File: config.mk
export PLATFORM = sky130hd
export DESIGN_NAME = bridge_timer_flat
export DESIGN_NICKNAME = d
export VERILOG_FILES = /design/src/rtl/bridge_timer_if.sv /design/src/rtl/bridge_timer.sv /design/src/flat_wrapper.sv
export SDC_FILE = /design/constraint.sdc
export NUM_CORES = 1
export LEC_CHECK = 0
export CAP_MARGIN = 10
export CELL_PAD_IN_SITES_DETAIL_PLACEMENT = 2
export CELL_PAD_IN_SITES_GLOBAL_PLACEMENT = 2
export CORE_MARGIN = 10
export CORE_UTILIZATION = 24
export CTS_BUF_LIST = sky130_fd_sc_hd__clkbuf_8
export CTS_CLUSTER_SIZE = 28
export DETAILED_ROUTE_END_ITERATION = 6
export GPL_TIMING_DRIVEN = 0
export PLACE_DENSITY = 0.69
export SYNTH_ARGS = -nofsm -noshare
export SYNTH_HDL_FRONTEND = slang
export SYNTH_SLANG_ARGS = --single-unit
File: constraint.sdc
create_clock -name clk -period 2.3 [get_ports clk]
set_input_delay 0.46 -clock clk [delete_from_list [all_inputs] [get_ports clk]]
set_output_delay 0.46 -clock clk [all_outputs]
set_load 0.005 [all_outputs]
File: src/rtl/bridge_timer_if.sv
`default_nettype none
// ============================================================================
// Module      : bridge_timer_if
// Description : Peripheral-bus bundle between the bridge and bridge_timer.
//               master modport = bridge side, slave modport = timer side.
//   addr [1:0]  word select (bus address bits [3:2])
//   we          write strobe, one cycle per write
//   wd   [31:0] write data
//   be   [3:0]  byte enables, be[i] covers wd[8i+7:8i]
//   rd   [31:0] read data, combinational from addr
//   irq         interrupt request toward the bridge
// Revision    : 1.0 - initial release
// ============================================================================
interface bridge_timer_if;
  logic [1:0]  addr;
  logic        we;
  logic [31:0] wd;
  logic [3:0]  be;
  logic [31:0] rd;
  logic        irq;

  modport master (
    output addr, we, wd, be,
    input  rd, irq
  );

  modport slave (
    input  addr, we, wd, be,
    output rd, irq
  );
endinterface
`default_nettype wire

File: src/rtl/bridge_timer.sv
`default_nettype none
// ============================================================================
// Module      : bridge_timer
// Description : Programmable 32-bit down-counting timer on the bridge's
//               peripheral bus. One-shot mode holds its interrupt until the
//               next CTRL write; auto-reload mode emits a one-cycle pulse
//               every PRESET+2 cycles.
//   clk        system clock
//   rst        synchronous, active-high reset
//   bus        bridge_timer_if.slave (addr, we, wd, be in; rd, irq out)
//   Register map: 0 CTRL {IM, MODE[1:0], EN}, 1 PRESET, 2 COUNT (RO), 3 zero
// Revision    : 1.0 - initial release
// ============================================================================
module bridge_timer #(
  parameter logic [31:0] PRESET_RST = 32'h0000_0000,
  parameter logic [3:0]  CTRL_RST   = 4'b0000
) (
  input  wire logic      clk,
  input  wire logic      rst,
  bridge_timer_if.slave  bus
);

  typedef enum logic [1:0] {
    ST_IDLE = 2'd0,
    ST_LOAD = 2'd1,
    ST_CNT  = 2'd2,
    ST_INT  = 2'd3
  } state_t;

  localparam logic [1:0] c_addr_ctrl   = 2'd0;
  localparam logic [1:0] c_addr_preset = 2'd1;
  localparam logic [1:0] c_addr_count  = 2'd2;
  localparam logic [1:0] c_mode_auto   = 2'b01;

  state_t      r_state;
  state_t      w_state_nxt;
  logic [3:0]  r_ctrl;
  logic [31:0] r_preset;
  logic [31:0] w_preset_nxt;
  logic [31:0] r_count;
  logic [31:0] w_count_nxt;
  logic        r_pend;
  logic        r_auto_pulse;
  logic        w_int_fire;
  logic        w_clr_en;
  logic        w_ctrl_wr;
  logic        w_preset_wr;
  logic        w_en;
  logic        w_auto;
  logic [31:0] w_rd;

  assign w_ctrl_wr   = bus.we && (bus.addr == c_addr_ctrl) && bus.be[0];
  assign w_preset_wr = bus.we && (bus.addr == c_addr_preset);
  assign w_en        = r_ctrl[0];
  // MODE 1x falls back to one-shot; only 01 reloads.
  assign w_auto      = (r_ctrl[2:1] == c_mode_auto);

  // --------------------------------------------------------------------------
  // PRESET byte lanes
  // --------------------------------------------------------------------------
  for (genvar i = 0; i < 4; i++) begin : g_preset_byte
    assign w_preset_nxt[8*i +: 8] = (w_preset_wr && bus.be[i]) ?
                                    bus.wd[8*i +: 8] : r_preset[8*i +: 8];
  end

  always_ff @(posedge clk) begin
    if (rst) begin
      r_preset <= PRESET_RST;
    end else begin
      r_preset <= w_preset_nxt;
    end
  end

  // --------------------------------------------------------------------------
  // Counter FSM
  // --------------------------------------------------------------------------
  always_ff @(posedge clk) begin
    if (rst) begin
      r_state <= ST_IDLE;
      r_count <= 32'd0;
    end else begin
      r_state <= w_state_nxt;
      r_count <= w_count_nxt;
    end
  end

  always_comb begin
    w_state_nxt = r_state;
    w_count_nxt = r_count;
    w_int_fire  = 1'b0;
    w_clr_en    = 1'b0;
    case (r_state)
      ST_IDLE: begin
        if (w_en) begin
          w_state_nxt = ST_LOAD;
        end
      end
      ST_LOAD: begin
        w_count_nxt = r_preset;
        w_state_nxt = ST_CNT;
      end
      ST_CNT: begin
        if (!w_en) begin
          // Pause: COUNT holds; re-enabling goes through LOAD again.
          w_state_nxt = ST_IDLE;
        end else if (r_count > 32'd1) begin
          w_count_nxt = r_count - 32'd1;
        end else begin
          // COUNT of 0 or 1 both expire here, so PRESET=0 acts like 1.
          w_count_nxt = 32'd0;
          w_state_nxt = ST_INT;
        end
      end
      ST_INT: begin
        w_int_fire = 1'b1;
        if (w_auto) begin
          w_state_nxt = ST_LOAD;
        end else begin
          w_clr_en    = 1'b1;
          w_state_nxt = ST_IDLE;
        end
      end
      default: begin
        w_state_nxt = ST_IDLE;
      end
    endcase
  end

  // --------------------------------------------------------------------------
  // CTRL register: a bus write beats the one-shot EN clear from INT.
  // --------------------------------------------------------------------------
  always_ff @(posedge clk) begin
    if (rst) begin
      r_ctrl <= CTRL_RST;
    end else if (w_ctrl_wr) begin
      r_ctrl <= bus.wd[3:0];
    end else if (w_clr_en) begin
      r_ctrl[0] <= 1'b0;
    end
  end

  // --------------------------------------------------------------------------
  // Pending flag. INT's set has priority over every clear source; an
  // auto-reload set is cleared on the very next edge to form a one-cycle
  // pulse, a one-shot set waits for a CTRL write.
  // --------------------------------------------------------------------------
  always_ff @(posedge clk) begin
    if (rst) begin
      r_pend       <= 1'b0;
      r_auto_pulse <= 1'b0;
    end else begin
      r_auto_pulse <= w_int_fire && w_auto;
      if (w_int_fire) begin
        r_pend <= 1'b1;
      end else if (r_auto_pulse) begin
        r_pend <= 1'b0;
      end else if (w_ctrl_wr) begin
        r_pend <= 1'b0;
      end
    end
  end

  // --------------------------------------------------------------------------
  // Read mux and interrupt
  // --------------------------------------------------------------------------
  always_comb begin
    w_rd = 32'd0;
    case (bus.addr)
      c_addr_ctrl:   w_rd = {28'd0, r_ctrl};
      c_addr_preset: w_rd = r_preset;
      c_addr_count:  w_rd = r_count;
      default:       w_rd = 32'd0;
    endcase
  end

  assign bus.rd  = w_rd;
  // Built from the registered PEND so the bus has no combinational path to irq.
  assign bus.irq = r_pend & r_ctrl[3];

endmodule
`default_nettype wire

File: src/flat_wrapper.sv
// flat-port wrapper written by rule: the top's interface ports become plain ports
module bridge_timer_flat 
#(
  parameter logic [31:0] PRESET_RST = 32'h0000_0000,
  parameter logic [3:0]  CTRL_RST   = 4'b0000
)
  (clk, rst, bus_addr, bus_we, bus_wd, bus_be, bus_rd, bus_irq);
  bridge_timer_if bus_i ();
  input  wire logic clk;
  input  wire logic rst;
  input wire logic [$bits(bus_i.addr)-1:0] bus_addr;
  input wire logic [$bits(bus_i.we)-1:0] bus_we;
  input wire logic [$bits(bus_i.wd)-1:0] bus_wd;
  input wire logic [$bits(bus_i.be)-1:0] bus_be;
  output wire logic [$bits(bus_i.rd)-1:0] bus_rd;
  output wire logic [$bits(bus_i.irq)-1:0] bus_irq;
  assign bus_i.addr = bus_addr;
  assign bus_i.we = bus_we;
  assign bus_i.wd = bus_wd;
  assign bus_i.be = bus_be;
  assign bus_rd = bus_i.rd;
  assign bus_irq = bus_i.irq;
  bridge_timer #(.PRESET_RST(PRESET_RST), .CTRL_RST(CTRL_RST)) u_core (.clk(clk), .rst(rst), .bus(bus_i));
endmodule
==> impl_metrics.csv, run 1 <==
group,metric,value,unit
run_status,outcome,"finished clean",
grt,grt_pass1_vias,5225,
worst_setup_path,critical_path_class,"primary input to primary output",
drt,wl_per_cell,23.8,microns
die,initial_utilization,24.6,%
clocking,clkSinkCount,72,
yosys,synth_cell_types,66,
clocking,holdBufCountCts,0,
worst_setup_path,critPathCaptureType,"primary output",
grt,grt_start_max_net_pins,12,
timing,max_slew_margin,45.4,%
finish,drive_gt1_share,14.8,%
yosys,synth_common_cells,"nand2_1 (93), dfxtp_1 (72), a21oi_1 (50)",
drt,drt.antenna.violating_nets,0,
grt,antenna_found_initial,0,
finish,syn2layout_area_growth,33.4,%
yosys,syn_area_per_cell,7.95,sq um
finish,antennaDiodeCount,0,
job,cap_violations,0,
yosys,ys_top_cells_by_area,"dfxtp_1 (34%), nand2_1 (8.1%), a21oi_1 (5.8%)",
yosys,ys_warn_count,0,
yosys,async_flop_share,0,%
die,fp.dieW,154,microns
drt,drt_pass1_iterations,4,
worst_setup_path,worstSetupStartpointType,"primary input",
clocking,clkTransAtPathRegs,70,ps
clocking,cts_tree,"done",
power_and_ir_drop,p_leak,2.40,nW
timing,worstMarginPinSlew,819,ps
timing,fmax,0.445,GHz
grt,grt_pass1_wl,31.3,mm
die,chipHeight,154,microns
drt,drc,0,
timing,finalMaxSlewViolations,0,
power_and_ir_drop,power.density,466,nW/um^2
drt,drt-initial-drc-count,347,
clocking,clk_path_buf_depth,2,
finish,design_area,5720,sq um
clocking,insertion_delay,380,ps
timing,post-route-min-period,2250,ps
grt,grt_usage,16.9,%
die,rows,48,
die,core_area,17400,sq um
yosys,yosysMostFrequentCell,"nand2_1",
hold_path,hold_path.class,"primary input to register",
drt,viasPerCell,5.50,
timing,finalHoldViolations,0,
worst_setup_path,cp_max_fo,10,
yosys,synth_nets,583,
yosys,synth-edff-count,0,
timing,fin_skew,10.8,ps
die,die-area,23600,sq um
place,dpl_cell_area,5280,sq um
place,place_congestion,0.893,
worst_setup_path,worst_ep_arrival_time,1790,ps
place,numPortBuffers,71,
yosys,synth_ff_type,"dfxtp_1",
yosys,synth_top_area_share,33.6,%
yosys,synth_cells,540,
yosys,synth_area,4290,sq um
clocking,numCtsBuffers,9,
timing,finalSetupViolations,0,
place,hpwl,14.9,mm
drt,vias,4696,
power_and_ir_drop,ir_drop,0.000168,V
clocking,cts-htree-levels,3,
finish,final_net_count,669,
grt,grt.overflow.total,0,
timing,rsz0062_at_grt,"no",
timing,period_share,97.8,%
yosys,synth-seq-cells,72,
clocking,clockRootBuffer,"clkbuf_8",
timing,setup_tns,0,ps
yosys,ys_seq_area_share,33.6,%
die,io_pins,74,
worst_setup_path,required,1840,ps
drt,drt_wl_total,20.3,mm
yosys,synth_area_leader_cell,"dfxtp_1",
==> metal layers <==
| layer | up-vias | wire (microns) | global-route usage (%) |
|---|---|---|---|
| met5 | - | 0 | 0 |
| met4 | 0 | 264 | 5.04 |
| met3 | 14 | 1000 | 3.71 |
| met2 | 104 | 10400 | 29.4 |
| met1 | 2390 | 8580 | 20.2 |
| li1 | 2188 | - | - |
==> repair_timing <==
action,CTS,global route
pin swaps,0,3
resized for setup,49,40
endpoints found under the setup margin,97,57
gates cloned,0,0
setup buffers,5,3
==> cells in the final DEF (no fill, tap or decap), types with 12 or more instances in the layout <==
master | Yosys | final
nand2_1 | 93 | 93
dfxtp_1 | 72 | 70
a21oi_1 | 50 | 50
clkdlybuf4s50_1 | 0 | 47
a22o_1 | 28 | 28
a31oi_1 | 27 | 27
nor2_1 | 26 | 25
nand3_1 | 23 | 23
clkbuf_8 | 4 | 17
dlymetal6s2s_1 | 0 | 15
clkbuf_1 | 28 | 14
nand4_1 | 12 | 12
==> path summary, 6_finish.rpt <==
check                              to  slack (ps)  cells past startpoint                 from
setup reg to reg   u_core.r_count[22]         110                      7   u_core.r_count[11]
hold / removal    u_core.r_auto_pulse         300                      2                  rst
setup / recovery           bus_rd[16]          50                      6          bus_addr[0]
hold reg to reg   u_core.r_preset[30]         480                      2  u_core.r_preset[30]
==> metrics by stage <==
| stage | cells | hold WS (ps) | setup WS [ps] | total power [mW] | utilization, % |
|---|---|---|---|---|---|
| 2_1_floorplan | 540 | 444 | 192 | 1.48 | - |
| 3_3_place_gp | 836 | 464 | -1830 | 1.66 | 30.3 |
| 3_5_place_dp | 836 | 472 | -1870 | 1.67 | 30.3 |
| 4_1_cts | 853 | 286 | 0.235 | 2.67 | 32.2 |
| 5_1_grt | 854 | 297 | 2.13 | 2.77 | 32.9 |
| 6_report | 854 | 302 | 51.2 | 2.67 | 32.9 |
==> state kept, by name, summed over array words and instances (netlist names) <==
signal and cells:
u_core.r_preset 32, u_core.r_ctrl 4, u_core.r_state 2, u_core.r_pend 1
u_core.r_auto_pulse 1, u_core.r_count 32
==> critical path, cell delays in order <==
cell and delay [ps]:
buf_4 130, nor2b_4 210, clkbuf_16 190, buf_8 140
a22o_1 140, clkdlybuf4s50_1 510
==> logic make-up after synthesis <==
family | after synthesis | synth area share [%]
flops | 72 | 33.6
mux | 10 | 2.39
fa+ha+maj | 2 | 0.583
xor+xnor | 2 | 0.408
simple gates | 242 | 30.7
compound gates | 156 | 25.1
buf+inv | 56 | 7.26
==> area by class of cell <==
class,count,area (sq um)
buffer,47,405
clock buffer,12,165
clock inverter,2,7.51
fill,2017,11700
inverter,5,18.8
multi-input combinational,412,2600
sequential,72,1440
tap,225,282
timing repair buffer,79,800
==> report_power, final <==
part | leakage [nW] | internal [mW] | switching, mW | total, mW
registers | 0.582 | 1.26 | 0.0172 | 1.28
clock network | 0.0969 | 0.462 | 0.528 | 0.990
logic | 1.72 | 0.177 | 0.224 | 0.402
total | 2.40 | 1.90 | 0.769 | 2.67
Power figures use the tool's default switching activity.
==> run 2: changes to the inputs <==
--- a/config.mk
+++ b/config.mk
@@ -6,15 +6,13 @@
 export NUM_CORES = 1
 export LEC_CHECK = 0
 export CAP_MARGIN = 10
-export CELL_PAD_IN_SITES_DETAIL_PLACEMENT = 2
-export CELL_PAD_IN_SITES_GLOBAL_PLACEMENT = 2
 export CORE_MARGIN = 10
 export CORE_UTILIZATION = 24
 export CTS_BUF_LIST = sky130_fd_sc_hd__clkbuf_8
 export CTS_CLUSTER_SIZE = 28
 export DETAILED_ROUTE_END_ITERATION = 6
 export GPL_TIMING_DRIVEN = 0
-export PLACE_DENSITY = 0.69
+export PLACE_DENSITY = 0.46
 export SYNTH_ARGS = -nofsm -noshare
 export SYNTH_HDL_FRONTEND = slang
 export SYNTH_SLANG_ARGS = --single-unit
==> constraint.sdc (replaced) <==
create_clock -name clk -period 2.3 [get_ports clk]
set_input_delay 0.23 -clock clk [delete_from_list [all_inputs] [get_ports clk]]
set_output_delay 0.23 -clock clk [all_outputs]
set_load 0.005 [all_outputs]
==> run 2 against run 1 <==
  * Die area is the same
  * Flip-flop and latch count is the same
  * Global-route usage shrank 1.9 points
  * Clock power grew 6%
  * Sequential power is essentially flat
  * Clock-buffer cell count shrank 2
  * Setup slack gained 19 ps
  * Critical path depth is the same
==> impl_metrics.csv, run 2 (synthesis gave the netlist of run 1 again) <==
group,metric,value,unit
timing,finalSetupViolations,0,
worst_setup_path,crit_path_max_incr_delay,510,ps
grt,grt_pass1_wl,28.1,mm
drt,drt_pass1_iterations,5,
power_and_ir_drop,ir_drop,0.000297,V
hold_path,holdPathStages,2,
clocking,clk_path_buf_depth,2,
worst_setup_path,reg2reg_slack,70,ps
worst_setup_path,slowest_stage,"clkbuf_1",
power_and_ir_drop,power.total,2.69,mW
place,numPortBuffers,71,
timing,finalHoldViolations,0,
finish,multiInputGateArea,2580,sq um
grt,grt_usage,15.0,%
worst_setup_path,reg2reg_to,"u_core.r_count[31]",
timing,finalMaxSlewViolations,0,
drt,drt-initial-drc-count,424,
clocking,clockRootBuffer,"clkbuf_8",
run_status,outcome,"finished clean",
finish,fin_cells,852,
die,rows,48,
place,place_ws,-1310,ps
finish,final_cell_mix,"nand2_1 (93), dfxtp_1 (72), clkdlybuf4s50_1 (70), a21oi_1 (50), a22o_1 (28)",
timing,rsz0062_at_grt,"yes",
drt,drc,0,
clocking,clkTransAtPathRegs,80,ps
hold_path,hold_path.startpoint,"rst",
drt,drt.antenna.violating_nets,0,
clocking,clkSinkCount,72,
job,cap_violations,0,
die,initial_utilization,24.6,%
die,die-area,23600,sq um
worst_setup_path,required,2510,ps
clocking,insertion_delay,360,ps
timing,worstMarginPinSlew,880,ps
clocking,cts_tree,"done",
place,dpl.cell_count,836,
grt,grt_pass1_vias,4718,
timing,setup_tns,0,ps
finish,drive_gt1_share,12.3,%
clocking,numCtsBuffers,9,
power_and_ir_drop,power.density,483,nW/um^2
clocking,cts-htree-levels,3,
drt,drt_wl_total,18.3,mm
grt,grt.overflow.total,0,
worst_setup_path,path_buf_inv,1,
finish,n_fill_cell,1884,
finish,final_common_cell,"nand2_1",
place,hpwl,13.3,mm
drt,viasPerCell,5.51,
die,fp.dieW,154,microns
worst_setup_path,worstSetupStartpointType,"register",
die,core_area,17400,sq um
timing,fmax,0.448,GHz
worst_setup_path,worst_ep_arrival_time,2440,ps
die,io_pins,74,
grt,antenna_found_initial,0,
drt,wl_per_cell,21.5,microns
place,dpl_cell_area,5280,sq um
grt,grt_start_max_net_pins,13,
timing,post-route-min-period,2230,ps
timing,period_share,97.0,%
worst_setup_path,crit_chain,"clkbuf_1 -> nand2b_1 -> nand2_1 -> nand3_1 -> a31oi_1 -> a211oi_1",
worst_setup_path,cp_max_fo,10,
worst_setup_path,critical_path_class,"register to register",
die,chipHeight,154,microns
finish,reg_top3,"u_core.r_count: 32 flops, u_core.r_preset: 32 flops, u_core.r_ctrl: 4 flops",
place,place_congestion,0.903,
finish,design_area,5580,sq um
power_and_ir_drop,p_leak,2.01,nW
worst_setup_path,reg2reg_depth,6,
worst_setup_path,critPathCaptureType,"register",
worst_setup_path,r2r_start,"u_core.r_state[0]",
timing,max_slew_margin,40.9,%
timing,setup_slack,69.9,ps
drt,vias,4694,
hold_path,holdPathEnd,"u_core.r_auto_pulse",
finish,antennaDiodeCount,0,
finish,syn2layout_area_growth,30.0,%
worst_setup_path,crit_family,"simple AND/OR/NAND/NOR gates",
finish,final-seq-area,1440,sq um
finish,final_net_count,666,
timing,fin_skew,4.76,ps
hold_path,hold_path.class,"primary input to register",
-- run 2: layer usage --
layer  global-route usage (%)  vias to the layer above  wire length, microns
li1                         -                     2183                     -
met1                     18.4                     2316                  7880
met3                     2.73                       25                  1010
met5                        0                        -                     0
met4                     6.39                        0                   491
met2                     25.1                      170                  8900
-- run 2: layout make-up --
type | instances | share of cell area (%)
well taps | 225 | 5.05
repair buffers | 72 | 12.9
flip-flops and latches | 72 | 25.8
clock inverters | 5 | 1.03
clock buffers | 10 | 2.47
plain buffers | 51 | 6.14
inverters | 5 | 0.336
multi-input cells | 412 | 46.3
-- run 2: worst register-to-register path: stages (launching register included) --
cell,delay (ps)
dfxtp_1,380
clkbuf_1,510
nand2b_1,360
nand2_1,490
nand3_1,130
a31oi_1,160
a211oi_1,60
-- run 2: timing repair --
item	4_1_cts	5_1_grt
hold buffers	0	0
endpoints found under the setup margin	88	45
resized for setup	22	11
pin swaps	0	2
gates cloned	0	0
setup buffers	0	1
-- run 2: report_power, final --
part           total, mW  switching (mW)  internal, mW
combinational      0.367           0.213         0.155
sequential          1.28          0.0172          1.26
clock               1.05           0.524         0.523
-- run 2: through the flow --
stage	hold WS (ps)	utilization, %
floorplan	366	-
global placement	467	30.3
detailed placement	467	30.3
CTS	74.4	31.8
global route	64.9	32.0
finish	86.2	32.0
-- run 2: how the worst max path moves through the flow --
stage	from	to	slack [ps]	depth (start not counted)
final	u_core.r_state[0]	u_core.r_count[31]	70	6
after global routing	u_core.r_count[10]	u_core.r_count[18]	-3	6
after CTS	u_core.r_count[2]	u_core.r_count[29]	10	6
after detailed placement	bus_addr[0]	bus_rd[9]	-1310	6
after global placement	bus_addr[0]	bus_rd[9]	-1370	6
after floorplan	u_core.r_count[14]	u_core.r_count[29]	400	6
